### src/rtl/button_debouncer.sv
// button_debouncer
//   Per-button input conditioner for the stopwatch push-buttons. Each channel
//   has a 2-flop synchroniser, a stable-level debounce FSM and a counter. The
//   block produces a clean debounced level and a one-cycle pulse for each
//   qualified press.
//
// Ports
//   clk            system clock, rising edge
//   rst            asynchronous active-high reset
//   buttons_in     raw button levels (async to clk), 1 = pressed
//                  bit order: one=0, ten=1, pause=2, clear=3
//   buttons_level  debounced level per channel (registered)
//   buttons_pulse  one-cycle pulse per qualified press (registered)
//   any_pulse      OR of buttons_pulse, registered alongside it
module button_debouncer #(
    parameter int NUM_BUTTONS     = 4,
    parameter int DEBOUNCE_CYCLES = 100_000
) (
    input  logic                   clk,
    input  logic                   rst,
    input  logic [NUM_BUTTONS-1:0] buttons_in,
    output logic [NUM_BUTTONS-1:0] buttons_level,
    output logic [NUM_BUTTONS-1:0] buttons_pulse,
    output logic                   any_pulse
);

    localparam int CW = $clog2(DEBOUNCE_CYCLES);
    localparam logic [CW-1:0] CNT_LAST = CW'(DEBOUNCE_CYCLES - 1);

    typedef enum logic [1:0] {
        IDLE,
        PRESS_WAIT,
        PRESSED,
        RELEASE_WAIT
    } state_t;

    logic [NUM_BUTTONS-1:0] sync1_q;
    logic [NUM_BUTTONS-1:0] sync2_q;

    state_t                 state_q [NUM_BUTTONS];
    state_t                 state_d [NUM_BUTTONS];
    logic [CW-1:0]          cnt_q   [NUM_BUTTONS];
    logic [CW-1:0]          cnt_d   [NUM_BUTTONS];

    logic [NUM_BUTTONS-1:0] level_q;
    logic [NUM_BUTTONS-1:0] level_d;
    logic [NUM_BUTTONS-1:0] pulse_q;
    logic [NUM_BUTTONS-1:0] pulse_d;
    logic                   any_q;

    always_comb begin
        level_d = '0;
        pulse_d = '0;
        for (int unsigned i = 0; i < NUM_BUTTONS; i++) begin
            state_d[i] = state_q[i];
            cnt_d[i]   = cnt_q[i];
            case (state_q[i])
                IDLE: begin
                    if (sync2_q[i]) begin
                        state_d[i] = PRESS_WAIT;
                        cnt_d[i]   = '0;
                    end
                end
                PRESS_WAIT: begin
                    if (!sync2_q[i]) begin
                        state_d[i] = IDLE;
                    end else if (cnt_q[i] == CNT_LAST) begin
                        state_d[i] = PRESSED;
                        pulse_d[i] = 1'b1;
                    end else begin
                        cnt_d[i] = cnt_q[i] + CW'(1);
                    end
                end
                PRESSED: begin
                    if (!sync2_q[i]) begin
                        state_d[i] = RELEASE_WAIT;
                        cnt_d[i]   = '0;
                    end
                end
                RELEASE_WAIT: begin
                    if (sync2_q[i]) begin
                        state_d[i] = PRESSED;
                    end else if (cnt_q[i] == CNT_LAST) begin
                        state_d[i] = IDLE;
                    end else begin
                        cnt_d[i] = cnt_q[i] + CW'(1);
                    end
                end
                default: begin
                    state_d[i] = IDLE;
                    cnt_d[i]   = '0;
                end
            endcase
            // Level is a registered copy of "next state is a pressed state",
            // so it changes on the same edge as the state register.
            level_d[i] = (state_d[i] == PRESSED) || (state_d[i] == RELEASE_WAIT);
        end
    end

    always_ff @(posedge clk or posedge rst) begin
        if (rst) begin
            sync1_q <= '0;
            sync2_q <= '0;
            for (int unsigned i = 0; i < NUM_BUTTONS; i++) begin
                state_q[i] <= IDLE;
                cnt_q[i]   <= '0;
            end
            level_q <= '0;
            pulse_q <= '0;
            any_q   <= 1'b0;
        end else begin
            sync1_q <= buttons_in;
            sync2_q <= sync1_q;
            for (int unsigned i = 0; i < NUM_BUTTONS; i++) begin
                state_q[i] <= state_d[i];
                cnt_q[i]   <= cnt_d[i];
            end
            level_q <= level_d;
            pulse_q <= pulse_d;
            any_q   <= |pulse_d;
        end
    end

    assign buttons_level = level_q;
    assign buttons_pulse = pulse_q;
    assign any_pulse     = any_q;

endmodule
### config.mk
export PLATFORM = sky130hd
export DESIGN_NAME = button_debouncer
export DESIGN_NICKNAME = d
export VERILOG_FILES = /design/src/rtl/button_debouncer.sv
export SDC_FILE = /design/constraint.sdc
export NUM_CORES = 1
export LEC_CHECK = 0
export ABC_AREA = 1
export CORE_UTILIZATION = 35
export DETAILED_ROUTE_END_ITERATION = 8
export GPL_ROUTABILITY_DRIVEN = 0
export PLACE_DENSITY = 0.48
export SLEW_MARGIN = 20
export SYNTH_ARGS = -nofsm -noshare
export SYNTH_HDL_FRONTEND = slang
export SYNTH_SLANG_ARGS = --single-unit
### constraint.sdc
create_clock -name clk -period 3.5 [get_ports clk]
set_input_delay 0.875 -clock clk [delete_from_list [all_inputs] [get_ports clk]]
set_output_delay 0.875 -clock clk [all_outputs]
set_load 0.01 [all_outputs]
==> results.json, run 1 <==
{
  "outcome": "finished, final reports clean",
  "drive_gt1_share_pct": 6.234,
  "finalPower_mw": 2.148,
  "cts.clk_slew.worst_paths_ps": 70,
  "portBuffers": 14,
  "drtAntennaViolNets": 0,
  "insertion_delay_ps": 340,
  "setup-violations-final": 0,
  "fillers": 1617,
  "initial_utilization_pct": 36.14,
  "vdd_drop_max_mv": 0.2428,
  "hp-class": "register to register",
  "relSlewSlack_pct": 57.39,
  "track_usage_pct": 16.86,
  "hold_viol": 0,
  "num_vias": 4843,
  "syn_avg_cell_area_um2": 7.059,
  "async_reset_ff_share_pct": 100.0,
  "ys_top_cells_by_count": "nand2_1 (261), nor2_1 (113), dfrtp_1 (92)",
  "cts_tree": "yes",
  "synth.top_cell.area_share_pct": 41.44,
  "multi_input_area_um2": 2844,
  "drt_iter0_markers": 332,
  "synth_cells": 787,
  "skew_ps": 8.006,
  "die_w_um": 128.0,
  "power_leakage_nw": 2.578,
  "met1Wirelength_um": 6502,
  "synth_edf_count": 0,
  "ys_types": 34,
  "core_area_um2": 15370,
  "cts-root-buf": "clkbuf_16",
  "post_cts_buffers": 0,
  "die_area_um2": 16380,
  "place_area_um2": 5863,
  "synth_nets": 797,
  "dpl.hpwl_um": 9092,
  "cpPeakStageDelay_ps": 570,
  "r2r-start": "cnt_q[0]",
  "timing.critical_path.to_type": "primary output",
  "numCtsBuffers": 9,
  "synth_area_leader_cell": "dfrtp_1",
  "antenna_found_initial": 0,
  "num_antenna_cells": 0,
  "startpoint_type": "register",
  "cp_num_buf_inv": 1,
  "grt_pass1_vias": 4589,
  "viasPerCell": 4.781,
  "route.detailed.wl_per_inst_um": 12.50,
  "final.setup.tns_ps": 0,
  "power_density_nw_per_um2": 350.3,
  "grt_max_degree": 51,
  "clock_path_buffers": 2,
  "dr.pass1.iters": 5,
  "cpLargestDelayFamily": "buffers and inverters",
  "wl_met2_um": 5640,
  "wl_um": 12660,
  "critical_path_class": "register to primary output",
  "cts_htree_levels": 3,
  "cts_resized": 0,
  "path_cells": "clkdlybuf4s50_1",
  "finalCritPeriodShare_pct": 63.18,
  "slew_violations": 0,
  "holdPathEnd": "sync2_q[0]",
  "critPathMaxFanout": 5,
  "ys_seq_area_share_pct": 41.44,
  "yosysWarnings": 0,
  "boundaryPins": 15,
  "finalInstanceArea_um2": 6131,
  "slowest_stage": "clkdlybuf4s50_1",
  "grt_overflow": 0,
  "max_freq_ghz": 0.4522,
  "cp.arrival_ps": 1340,
  "synth_area_leaders": "dfrtp_1 (41%), nand2_1 (18%), nor2_1 (7.6%)",
  "cts.sink_count": 92,
  "ff2ff_setup_slack_ps": 1570,
  "regToRegEndpoint": "cnt_q[13]",
  "regArea_um2": 2302,
  "drc": 0,
  "ys.flop_type": "dfrtp_1",
  "required_ps": 2620,
  "rr_worst_depth": 6,
  "max-cap-violations": 0,
  "grt_pass1_wl_um": 22290,
  "fp-row-count": 45,
  "holdBufCountCts": 0,
  "tightest_slew_ps": 639.2,
  "syn-cell-area_um2": 5555,
  "die_y_um": 128.0,
  "worstHoldPathCells": 0,
  "syn2layout_area_growth_pct": 10.36,
  "min-delay-start": "sync1_q[0]",
  "synth_seq_cells": 92,
  "dr_wl_met3_um": 322,
  "nets": 808,
  "min_period_ps": 2211,
  "highest_layer": "met4",
  "rsz0062_at_grt": "no",
  "yosysMostFrequentCell": "nand2_1"
}
## per-layer routing
metal / GRT usage (%) / vias to the layer above
li1: - / 2545
met1: 23.96 / 2226
met2: 26.41 / 59
met3: 2.379 / 13
met4: 5.467 / 0
met5: 0 / -
## flip-flops by register name, indices dropped and copies added, names as in the netlist
register and count:
sync2_q 4, buttons_level 3, buttons_pulse 4, state_q 8
sync1_q 4, cnt_q 68, any_pulse 1
## worst max path at each step
| stage | slack [ps] | depth (start not counted) | startpoint | to |
|---|---|---|---|---|
| final | 1290 | 1 | state_q[7] | buttons_level[0] |
| after global placement | 1450 | 3 | rst | cnt_q[64] |
| after global routing | 1230 | 1 | state_q[7] | buttons_level[0] |
| after CTS | 1270 | 1 | state_q[7] | buttons_level[0] |
| after floorplan | 230 | 1 | rst | any_pulse |
| after detailed placement | 1440 | 3 | rst | cnt_q[64] |
## layout by cell type, fill, tap and decap left out, types with 3 or more instances in the layout
cell,n
nand2_1,261
nor2_1,113
dfrtp_1,92
inv_1,69
nand3_1,67
o21ai_0,36
nand4_1,29
o21ai_1,18
nor3_1,15
xor2_1,14
clkdlybuf4s50_1,14
clkbuf_16,9
o21bai_1,8
nor2_4,7
nand2_2,6
a21oi_1,5
xnor2_1,4
or2_2,4
ha_1,4
clkinv_2,4
inv_2,3
## stage by stage
stage	util, %	std cells	hold WS (ps)	worst slack, ps
after floorplan	-	787	331.2	233.0
after global placement	38.14	998	334.6	1449
after detailed placement	38.14	998	334.7	1438
after CTS	39.89	1013	351.4	1270
after global routing	39.89	1013	354.6	1234
final	39.89	1013	349.8	1289
## layout make-up
cell class	instances	area share, %
multi-input cells	605	46.39
flip-flops and latches	92	37.55
inverters	74	4.653
well taps	211	4.306
clock buffers	10	3.898
repair buffers	16	2.735
clock inverters	5	0.4694
## power breakdown
group          switching, mW  internal [mW]
registers             0.0320           1.09
clock network          0.417          0.493
logic                 0.0854         0.0339
## logic make-up after synthesis
family / Yosys count / synth area share (%)
AO/OA/AOI/OAI: 70 / 6.869
XOR/XNOR: 18 / 2.838
adder cells (fa/ha/maj): 4 / 0.9009
buffers and inverters: 90 / 7.365
flip-flops: 92 / 41.44
AND/OR/NAND/NOR: 513 / 40.59
No activity file was read; power rests on OpenSTA's default activity.
==> run 2: changes to the inputs <==
Settings changed: PLACE_DENSITY 0.48 to 0.5.
Clock period 3.5 ns to 1.81 ns, I/O delays scaled along.
==> run 2 against run 1 <==
  * Clock power is 120% higher
  * Setup slack worse by 1200 ps
  * Count of clock-buffer cells in the layout is 1 higher
  * Sequential share of layout area is 1.0 points lower
  * Total power is 100% higher
  * Clock skew is 1.5 ps higher
  * Critical endpoint unchanged
  * Largest cell class unchanged
==> results.json, run 2 (same netlist as run 1, synthesis figures left out) <==
{
  "power.share.clock_pct": 44.7,
  "wl_met2_um": 5859,
  "dr_wl_met3_um": 367,
  "route.detailed.wl_per_inst_um": 12.47,
  "mostFrequentLayoutCell": "nand2_1",
  "die_area_um2": 16380,
  "cts.sink_count": 92,
  "fp-row-count": 45,
  "met1Wirelength_um": 6482,
  "utilization_pct": 41.02,
  "crit_path_start": "state_q[7]",
  "switching_share_pct": 24.57,
  "fillers": 1583,
  "cts.clk_slew.worst_paths_ps": 70,
  "slew_violations": 0,
  "highest_layer": "met4",
  "rr_worst_depth": 10,
  "drc": 0,
  "core_area_um2": 15370,
  "track_usage_pct": 17.01,
  "numCtsBuffers": 9,
  "mostFrequentLayoutCells": "nand2_1 (261), nor2_1 (113), dfrtp_1 (92), inv_1 (69), nand3_1 (67)",
  "vdd_drop_max_mv": 0.4826,
  "path_cells": "clkdlybuf4s50_1",
  "min_period_ps": 1760,
  "power_leakage_nw": 2.659,
  "timing.hold.ws_ps": 348.6,
  "min-delay-start": "sync1_q[1]",
  "outcome": "finished, final reports clean",
  "hp-class": "register to register",
  "regToRegEndpoint": "cnt_q[39]",
  "portBuffers": 14,
  "dpl.hpwl_um": 9263,
  "crit_cells": 1,
  "grt_pass1_wl_um": 21980,
  "drtAntennaViolNets": 0,
  "grt_max_degree": 80,
  "setup-violations-final": 0,
  "cts_htree_levels": 3,
  "place_area_um2": 5989,
  "max-cap-violations": 0,
  "syn2layout_area_growth_pct": 13.49,
  "p_comb_share_pct": 6.2,
  "rsz0062_at_grt": "yes",
  "critical_path_class": "register to primary output",
  "holdBufCountCts": 0,
  "wl_um": 12830,
  "largest_register": "cnt_q",
  "max_freq_ghz": 0.5683,
  "worstHoldPathCells": 0,
  "clock_path_buffers": 2,
  "cp.arrival_ps": 1310,
  "finalCritPeriodShare_pct": 97.21,
  "relSlewSlack_pct": 70.31,
  "required_ps": 1360,
  "drive_gt1_share_pct": 7.946,
  "power_density_nw_per_um2": 693.7,
  "cpPeakStageDelay_ps": 560,
  "skew_ps": 9.535,
  "nets": 823,
  "r2r-start": "cnt_q[34]",
  "top_regs": "cnt_q (68), state_q (8)",
  "p_sw_mw": 1.075,
  "die_y_um": 128.0,
  "startpoint_type": "register",
  "boundaryPins": 15,
  "critPathMaxFanout": 2,
  "fin_ws_ps": 50.44,
  "cts_tree": "yes",
  "timing.critical_path.to_type": "primary output",
  "final.setup.tns_ps": 0,
  "insertion_delay_ps": 350,
  "p_int_mw": 3.299,
  "cts-root-buf": "clkbuf_16",
  "hold_viol": 0,
  "cpLargestDelayFamily": "buffers and inverters",
  "num_antenna_cells": 0,
  "finalInstanceArea_um2": 6305,
  "num_vias": 4956,
  "slowest_stage": "clkdlybuf4s50_1",
  "holdPathEnd": "sync2_q[1]",
  "grt_pass1_vias": 4590,
  "dr.pass1.iters": 5,
  "seqPwrFrac_pct": 49.0,
  "cp_num_buf_inv": 1,
  "ff2ff_setup_slack_ps": 180,
  "die_w_um": 128.0,
  "grt_overflow": 0,
  "antenna_found_initial": 0,
  "pre_cts_slack_ps": 68.22,
  "largest_reg_flops": 68,
  "initial_utilization_pct": 36.14,
  "viasPerCell": 4.816,
  "tightest_slew_ps": 444.9,
  "drt_iter0_markers": 294
}
[run 2: through the flow]
step / power [mW] / instances
global route: 4.555 / 1029
global placement: 2.454 / 1013
CTS: 4.456 / 1029
detailed placement: 2.459 / 1013
floorplan: 2.373 / 787
finish: 4.373 / 1029
[run 2: how the worst max path moves through the flow]
stage                             to  slack [ps]
CTS                 buttons_level[0]          40
detailed placement         cnt_q[30]          70
global route               cnt_q[30]         -10
floorplan                  cnt_q[40]         250
global placement           cnt_q[30]         120
finish              buttons_level[0]          50
[run 2: layer usage]
| metal | up-vias | global-route usage (%) |
|---|---|---|
| met5 | - | 0 |
| met4 | 0 | 4.706 |
| met3 | 11 | 4.090 |
| met2 | 75 | 27.33 |
| met1 | 2297 | 22.80 |
| li1 | 2573 | - |
[run 2: final cells by class]
type / count / area, um^2 / share of cell area [%]
flip-flops and latches: 92 / 2302 / 36.52
inverters: 74 / 289.0 / 4.584
well taps: 211 / 264.0 / 4.187
multi-input cells: 605 / 2853 / 45.25
clock inverters: 5 / 61.31 / 0.9724
clock buffers: 11 / 242.7 / 3.850
repair buffers: 31 / 292.8 / 4.644
[run 2: repair_timing]
item | 4_1_cts | 5_1_grt
setup endpoints to repair | 0 | 30
gates resized for setup | 0 | 2
buffers inserted | 0 | 0
[run 2: power by group through the flow]
stage          registers (mW)  clock network [mW]  logic, mW
2_1_floorplan            2.17                   0      0.198
3_3_place_gp             2.18                   0      0.272
3_5_place_dp             2.18                   0      0.275
4_1_cts                  2.14                2.04      0.276
5_1_grt                  2.15                2.09      0.315
6_report                 2.14                1.96      0.272
==> run 3: changes to the inputs <==
Settings changed: ABC_AREA 1 to default, PLACE_DENSITY 0.5 to default.
==> run 3 against run 2 <==
  * The run now ends with setup timing left
  * Sequential power up 3%
  * First-iteration DRC count down 50%
  * Register-to-register slack worse by 500 ps
  * Clock power up 6%
  * Synthesized cell count down 42%
  * Combinational power up 38%
  * Cell count down 30%
  * Sequential share of layout area up 2.0 points
  * Total power up 6.7%
  * Cell area down 5.2%
  * Largest power group unchanged
==> results.json, run 3 <==
{
  "outcome": "finished, violations left",
  "violations": "setup timing",
  "cts.sink_count": 92,
  "ys.flop_type": "dfrtp_1",
  "final.setup.tns_ps": -5183,
  "cts-root-buf": "clkbuf_16",
  "cp.arrival_ps": 2360,
  "top_regs": "cnt_q (68), state_q (8)",
  "insertion_delay_ps": 350,
  "slew_violations": 0,
  "die_y_um": 116.0,
  "finalCritPeriodShare_pct": 117.6,
  "num_antenna_cells": 0,
  "grt_pass1_vias": 3732,
  "r2r-start": "cnt_q[57]",
  "synth_cells": 457,
  "power.share.clock_pct": 44.6,
  "num_vias": 3724,
  "clock_path_buffers": 2,
  "die_w_um": 116.0,
  "switching_share_pct": 23.20,
  "largest_register": "cnt_q",
  "setup-violations-final": 25,
  "synth_nets": 467,
  "power_density_nw_per_um2": 781.1,
  "regToRegEndpoint": "cnt_q[56]",
  "hp-class": "register to register",
  "crit_path_start": "cnt_q[57]",
  "cts_htree_levels": 3,
  "timing.hold.ws_ps": 349.7,
  "seqPwrFrac_pct": 47.3,
  "ys_types": 53,
  "p_comb_share_pct": 8.1,
  "skew_ps": 6.083,
  "critPathMaxFanout": 5,
  "syn-cell-area_um2": 4551,
  "hold_viol": 0,
  "utilization_pct": 47.16,
  "p_int_mw": 3.585,
  "route.detailed.wl_per_inst_um": 13.79,
  "antenna_found_initial": 0,
  "mostFrequentLayoutCell": "dfrtp_1",
  "max_freq_ghz": 0.4700,
  "ys_seq_area_share_pct": 50.59,
  "timing.critical_path.to_type": "register",
  "nets": 556,
  "tightest_slew_ps": 553.5,
  "viasPerCell": 5.151,
  "critical_path_class": "register to register",
  "rsz0062_at_grt": "yes",
  "yosysMostFrequentCell": "dfrtp_1",
  "p_sw_mw": 1.083,
  "drt_iter0_markers": 147,
  "vdd_drop_max_mv": 0.7570,
  "yosysWarnings": 0,
  "multi_input_area_um2": 2344,
  "finalPower_mw": 4.667,
  "syn2layout_area_growth_pct": 31.32,
  "syn_avg_cell_area_um2": 9.958,
  "core_area_um2": 12670,
  "async_reset_ff_share_pct": 100.0,
  "boundaryPins": 15,
  "cts_tree": "yes",
  "cts.clk_slew.worst_paths_ps": 60,
  "portBuffers": 14,
  "rr_worst_depth": 6,
  "min_period_ps": 2128,
  "endpoint": "cnt_q[56]",
  "drtAntennaViolNets": 0,
  "dr.pass1.iters": 4,
  "drc": 0,
  "mostFrequentLayoutCells": "dfrtp_1 (91), buf_4 (67), nand2_1 (48), nor2_1 (40), nand4_1 (24)",
  "synth_edf_count": 0,
  "grt_max_degree": 72,
  "power_leakage_nw": 2.614,
  "synth.top_cell.area_share_pct": 50.59,
  "max-cap-violations": 0,
  "grt_overflow": 0,
  "fillers": 1185,
  "largest_reg_flops": 68,
  "grt_pass1_wl_um": 17110,
  "ys_top_cells_by_count": "dfrtp_1 (92), nand2_1 (52), nor2_1 (44)",
  "ff2ff_setup_slack_ps": -320,
  "drive_gt1_share_pct": 27.04,
  "wl_um": 9973,
  "initial_utilization_pct": 35.91,
  "synth_seq_cells": 92,
  "numCtsBuffers": 9,
  "fin_ws_ps": -317.7,
  "dpl.hpwl_um": 6914,
  "relSlewSlack_pct": 62.96,
  "die_area_um2": 13460,
  "startpoint_type": "register",
  "track_usage_pct": 16.38,
  "regArea_um2": 2303,
  "required_ps": 2040,
  "synth_area_leader_cell": "dfrtp_1",
  "synth_area_leaders": "dfrtp_1 (51%), nand2_1 (4.3%), xor2_1 (4.2%)",
  "fp-row-count": 41
}
run 3: cell types whose count changed after synthesis, moves of 10 or more:
cell / previous run / this run
o21ai_0: 36 / 25
nand2_1: 261 / 52
and3_1: 0 / 10
inv_1: 70 / 9
or4_1: 0 / 11
o21ai_1: 18 / 1
nand3_1: 67 / 24
nor2_1: 113 / 44
run 3: what timing repair did:
item	in CTS	in global routing
endpoints found under the setup margin	27	50
gates resized for setup	4	40
pin swaps	6	15
buffers inserted	1	7
hold buffers	0	0
run 3: area by class of cell:
cell class	instances	area share, %
Sequential cell	92	38.55
Clock inverter	5	1.361
Timing Repair Buffer	89	12.42
Clock buffer	11	4.229
Inverter	9	0.6281
Tap cell	172	3.601
Multi-Input combinational cell	345	39.22
run 3: critical path, stage by stage, from the launching register on:
cell and delay [ps]:
dfrtp_1 370, or4b_1 510, or4_4 450, o31ai_4 230, buf_6 160, nor4_2 40, a211o_1 250
run 3: worst min-delay path by stage:
stage / from / slack (ps) / cells after the start / to
after floorplan: sync1_q[0] / 330 / 0 / sync2_q[0]
after global placement: sync1_q[3] / 330 / 0 / sync2_q[3]
after detailed placement: sync1_q[0] / 340 / 0 / sync2_q[0]
after CTS: sync1_q[0] / 350 / 0 / sync2_q[0]
after global routing: sync1_q[3] / 360 / 0 / sync2_q[3]
final: sync1_q[3] / 350 / 0 / sync2_q[3]
run 3: logic make-up after synthesis:
group | after synthesis | share of synthesized area (%)
and+or+nand+nor | 230 | 27.61
DFF | 92 | 50.59
AOI/OAI and AO/OA | 64 | 9.019
xor gates and xnor gates | 34 | 6.709
buffers and inverters | 20 | 1.897
muxes | 13 | 3.080
adders and majority gates | 4 | 1.100
run 3: per-stage QoR:
| stage | instance area (um^2) | setup slack, ps | instances |
|---|---|---|---|
| global placement | 5408 | -256.5 | 699 |
| finish | 5976 | -317.7 | 723 |
| detailed placement | 5408 | -272.9 | 699 |
| global route | 5976 | -370.8 | 723 |
| CTS | 5771 | -275.5 | 716 |
| floorplan | 4591 | -270.5 | 457 |
run 3: layer usage:
layer  vias up  share of wire (%)  GRT usage (%)
met5         -                  0              0
met3        14                2.5          3.609
met4         0                1.7          6.667
met1      1832                 47          20.44
li1       1833                  -              -
met2        45                 49          27.50
run 3: power by group through the flow:
stage	sequential [mW]	combinational (mW)	clock [mW]
finish	2.21	0.376	2.08
detailed placement	2.24	0.354	0
floorplan	2.23	0.216	0
global route	2.22	0.422	2.22
CTS	2.20	0.356	2.15
global placement	2.24	0.341	0
